--- src/rtl/aes_pkg.sv ---
// Shared AES datapath definitions: block geometry, round-constant arithmetic,
// pipeline-stage state encoding and byte-lane access.
package aes_pkg;

    localparam int AES_BLOCK_BYTES = 16;
    localparam logic [7:0] AES_RCON_INIT = 8'h01;

    // Encoding doubles as the stage occupancy count.
    typedef enum logic [1:0] {
        ST_EMPTY = 2'd0,
        ST_ONE   = 2'd1,
        ST_TWO   = 2'd2
    } stage_state_e;

    function automatic logic [7:0] xtime(input logic [7:0] r);
        return {r[6:0], 1'b0} ^ (r[7] ? 8'h1b : 8'h00);
    endfunction

    // Byte 0 is the most significant lane of a block of nbytes lanes.
    function automatic logic [7:0] state_byte(input logic [8*32-1:0] blk,
                                              input int nbytes,
                                              input int k);
        return blk[8*(nbytes-k)-1 -: 8];
    endfunction

endpackage

--- src/rtl/aes_pipe_stage_reg.sv ---
// Inter-round AES pipeline register with valid/ready handshake, two-entry skid
// storage, synchronous flush and optional round-constant advance at capture.
module aes_pipe_stage_reg
    import aes_pkg::*;
#(
    parameter int NBYTES     = 16,
    parameter int TAG_W      = 4,
    parameter int RCON_ADV   = 1,
    parameter int LAST_ROUND = 10
) (
    input  logic                clock,
    input  logic                reset_n,
    input  logic                flush,
    input  logic                in_valid,
    output logic                in_ready,
    input  logic [8*NBYTES-1:0] in_state,
    input  logic [7:0]          in_rcon,
    input  logic [TAG_W-1:0]    in_round,
    output logic                out_valid,
    input  logic                out_ready,
    output logic [8*NBYTES-1:0] out_state,
    output logic [7:0]          out_rcon,
    output logic [TAG_W-1:0]    out_round,
    output logic                out_last,
    output logic [1:0]          occupancy
);

    localparam int W = 8 * NBYTES;

    stage_state_e     state_q, state_d;
    logic [W-1:0]     main_state_q, skid_state_q;
    logic [7:0]       main_rcon_q, skid_rcon_q;
    logic [TAG_W-1:0] main_round_q, skid_round_q;

    logic       in_fire, out_fire;
    logic       load_main_in, load_main_skid, load_skid;
    logic [7:0] rcon_cap;

    assign in_ready  = (state_q != ST_TWO);
    assign out_valid = (state_q != ST_EMPTY);
    assign occupancy = state_q;
    assign in_fire   = in_valid && in_ready;
    assign out_fire  = out_valid && out_ready;

    // Rcon is advanced on the way in, so skid already holds the final value.
    assign rcon_cap = (RCON_ADV != 0) ? xtime(in_rcon) : in_rcon;

    always_comb begin
        state_d        = state_q;
        load_main_in   = 1'b0;
        load_main_skid = 1'b0;
        load_skid      = 1'b0;
        case (state_q)
            ST_EMPTY: begin
                if (in_fire) begin
                    load_main_in = 1'b1;
                    state_d      = ST_ONE;
                end
            end
            ST_ONE: begin
                if (in_fire && out_fire) begin
                    load_main_in = 1'b1;
                end else if (in_fire) begin
                    load_skid = 1'b1;
                    state_d   = ST_TWO;
                end else if (out_fire) begin
                    state_d = ST_EMPTY;
                end
            end
            ST_TWO: begin
                if (out_fire) begin
                    load_main_skid = 1'b1;
                    state_d        = ST_ONE;
                end
            end
            default: state_d = ST_EMPTY;
        endcase
        // Flush empties the stage but leaves the data registers untouched.
        if (flush) begin
            state_d        = ST_EMPTY;
            load_main_in   = 1'b0;
            load_main_skid = 1'b0;
            load_skid      = 1'b0;
        end
    end

    always_ff @(posedge clock) begin
        if (!reset_n) begin
            state_q      <= ST_EMPTY;
            main_state_q <= '0;
            main_rcon_q  <= '0;
            main_round_q <= '0;
            skid_state_q <= '0;
            skid_rcon_q  <= '0;
            skid_round_q <= '0;
        end else begin
            state_q <= state_d;
            if (load_main_in) begin
                main_state_q <= in_state;
                main_rcon_q  <= rcon_cap;
                main_round_q <= in_round;
            end else if (load_main_skid) begin
                main_state_q <= skid_state_q;
                main_rcon_q  <= skid_rcon_q;
                main_round_q <= skid_round_q;
            end
            if (load_skid) begin
                skid_state_q <= in_state;
                skid_rcon_q  <= rcon_cap;
                skid_round_q <= in_round;
            end
        end
    end

    assign out_state = main_state_q;
    assign out_rcon  = main_rcon_q;
    assign out_round = main_round_q;
    assign out_last  = out_valid && (main_round_q == TAG_W'(LAST_ROUND));

endmodule

--- config.mk ---
export PLATFORM = sky130hd
export DESIGN_NAME = aes_pipe_stage_reg
export DESIGN_NICKNAME = d
export VERILOG_FILES = /design/src/rtl/aes_pkg.sv /design/src/rtl/aes_pipe_stage_reg.sv
export SDC_FILE = /design/constraint.sdc
export NUM_CORES = 1
export LEC_CHECK = 0
export ABC_AREA = 0
export CORE_MARGIN = 4
export CORE_UTILIZATION = 54
export CTS_CLUSTER_DIAMETER = 50
export DETAILED_ROUTE_END_ITERATION = 12
export GPL_TIMING_DRIVEN = 0
export PLACE_DENSITY = 0.85
export SYNTH_ARGS = -nofsm -noshare
export SYNTH_HDL_FRONTEND = slang
export SYNTH_SLANG_ARGS = --single-unit
--- constraint.sdc ---
create_clock -name clock -period 4.3 [get_ports clock]
set_input_delay 0.86 -clock clock [delete_from_list [all_inputs] [get_ports clock]]
set_output_delay 0.86 -clock clock [all_outputs]
set_load 0.005 [all_outputs]
==> flow_metrics.tcl <==
set metrics [dict create \
    seq_power_share_pct 44.9 \
    netlist_area_um2 12630 \
    power_switching_share_pct 24.98 \
    cp-start-kind "flip-flop" \
    drive_gt1_share_pct 13.20 \
    grt_overflow 0 \
    cts_root_buf "clkbuf_16" \
    critPathSlowestCell "clkdlybuf4s50_1" \
    firstDrtPassIters 6 \
    timing.final.crit_share_pct 65.76 \
    layout_commonest_cell "clkdlybuf4s50_1" \
    num_rows 55 \
    p_leak_nw 5.638 \
    end_kind "output pin" \
    dp_cells 2056 \
    yosys.area.top_type "dfxtp_1" \
    reg2reg_setup_slack_ns 2.08 \
    die-area_um2 25910 \
    ir_drop_uv 353.0 \
    maxCapViolCount 0 \
    setup_tns_ns 0 \
    fin_crit_ns 2.828 \
    first_iter_violations 1023 \
    cts_hold_buf 0 \
    min_path_type "flip-flop to flip-flop" \
    post_drt_wl_per_cell_um 19.89 \
    synthCells 1456 \
    place_congestion 0.8831 \
    critPathArrivalTime_ns 1.97 \
    clkSinkCount 282 \
    final_hold_viol_count 0 \
    antenna_found_initial 6 \
    whs_ns 0.4680 \
    drc_errors 0 \
    grt_pass1_wl_mm 65.76 \
    setup_violations 0 \
    crit_type "flip-flop to output pin" \
    core_um2 22850 \
    drt-total-wl_mm 41.99 \
    rsz0062_at_grt "false" \
    cts_buffer_depth 3 \
    placed_area_um2 15900 \
    p_clk_share_pct 41.3 \
    synth_top_area_share_pct 44.69 \
    max_freq_ghz 0.3537 \
    die_h_um 161.0 \
    power_density_nw_per_um2 366.6 \
    postCtsSetupRepairBufs 0 \
    max-slew-margin-rel_pct 49.38 \
    synth.avg_cell_area_um2 8.677 \
    clk_transition_reported_paths_ns 0.06 \
    dp_hpwl_mm 29.53 \
    finClkSkew_ns 0.009662 \
    final_cell_mix "clkdlybuf4s50_1, dfxtp_1, nand2_1" \
    slew_viol_final 0 \
    num_vias 12730 \
    required_ns 3.44 \
    ys_warn_count 0 \
    yosys-top-cells-area "dfxtp_1, o31ai_2, nand2_1" \
    outcome "finished clean" \
    first_global_vias 12430 \
    post_cts_resized 0 \
    htree_levels 1 \
    worst_slack_ns 1.472 \
    start_util_pct 55.30 \
    layout.nets 1920 \
    antenna_left 0 \
    vias_per_cell 6.032 \
    yosysSeqAreaShare_pct 44.69 \
    ys_types 35 \
    power.internal_mw 4.641 \
    boundaryPins 290 \
    grt_max_degree 15 \
    die_w_um 161.0 \
    power_switching_mw 1.545 \
    critPathMaxStageDelay_ns 0.50 \
    fin_cells 2111 \
    syn-num-nets 1601 \
    tightest_slew_ns 0.7592 \
    io_buffer_count 287 \
    cts_buffers 30 \
    cp_cell_sequence "nor4bb_1 -> and2_1 -> clkdlybuf4s50_1" \
    clk_latency_ns 0.56 \
    power_frac_comb_pct 13.7 \
    pre_cts_ws_ns 1.127 \
    synth-seq-cells 282 \
    gr-usage-all-layers_pct 30.56 \
    cts_tree "built" \
    syn2layout_area_growth_pct 33.56 \
    final_area_um2 16870 \
    critPathMaxFanout 3 \
]
worst paths after layout:
check | startpoint | end | cells past startpoint
worst min register to register | skid_state_q[123]$_SDFFE_PN0P_ | out_state[123]$_SDFFE_PN0P_ | 2
worst min-delay path | skid_state_q[123]$_SDFFE_PN0P_ | out_state[123]$_SDFFE_PN0P_ | 2
worst max-delay path | out_round[3]$_SDFFE_PN0P_ | out_last | 3
worst max register to register | occupancy[0]$_SDFFE_PP0P_ | out_rcon[6]$_SDFFE_PN0P_ | 7
cells in the mapped netlist:
master     count
clkbuf_2       6
and2_1         1
buf_1          3
or3b_2         1
and4bb_2       1
xor2_1         3
nand4bb_1      1
a211oi_1       1
nor2b_1        1
nand3_1      137
a21boi_1      68
o31ai_2      100
nor3b_1        4
a21oi_1        4
a32oi_1        3
a31oi_1      137
a21boi_0      72
nor3_1         3
buf_2         61
or2_2          1
mux2i_1        1
or3b_1         1
nor2_1         1
nor4bb_1       1
o21ba_2        1
nand2b_1       3
dfxtp_1      282
buf_4          1
nand3b_1       1
clkbuf_1      85
buf_6         18
o21ai_0      137
o31ai_1       37
o211ai_1       3
nand2_1      276
kinds of logic after synthesis:
| family | after synthesis | share of synthesized area (%) |
|---|---|---|
| flip-flops | 282 | 44.69 |
| AO/OA/AOI/OAI | 563 | 33.32 |
| buffers and inverters | 174 | 6.933 |
| XOR/XNOR | 3 | 0.2080 |
| multiplexers | 1 | 0.07923 |
| AND/OR/NAND/NOR | 433 | 14.78 |
layout make-up:
| cell class | count | area [um^2] |
|---|---|---|
| Clock buffer | 43 | 890.9 |
| Fill cell | 1679 | 5973 |
| Timing Repair Buffer | 287 | 2873 |
| Antenna cell | 3 | 7.507 |
| Tap cell | 313 | 391.6 |
| Buffer | 174 | 875.8 |
| Sequential cell | 282 | 5645 |
| Clock inverter | 9 | 77.57 |
| Multi-Input combinational cell | 1000 | 6112 |
sequential cells by signal (all words and copies together), names as in the netlist:
signal / flops
occupancy: 2
skid_state_q: 128
out_state: 128
skid_rcon_q: 8
out_rcon: 8
skid_round_q: 4
out_round: 4
critical path, delay by kind of cell (launching register included):
kind	cells	cell delay [ns]
flip-flops	1	0.48
AND/OR/NAND/NOR	2	0.44
buffers and inverters	1	0.50
metrics by stage:
stage	power (mW)	util [%]
after floorplan	3.190	-
after global placement	3.653	69.58
after detailed placement	3.670	69.58
after CTS	6.183	73.82
after global routing	6.379	73.86
final	6.186	73.86
layer usage:
metal	vias up	track usage, %	part of all wire [%]
li1	5901	-	-
met1	6020	39.55	40
met2	678	49.65	47
met3	128	6.749	8.6
met4	6	12.64	4.3
met5	-	0	0.081
power by group through the flow:
stage / Clock, mW / Combinational (mW) / Sequential (mW)
detailed placement: 0 / 0.835 / 2.84
global route: 2.68 / 0.905 / 2.79
CTS: 2.56 / 0.843 / 2.78
floorplan: 0 / 0.358 / 2.83
global placement: 0 / 0.820 / 2.83
finish: 2.56 / 0.850 / 2.78
No activity file was read; power rests on OpenSTA's default activity.
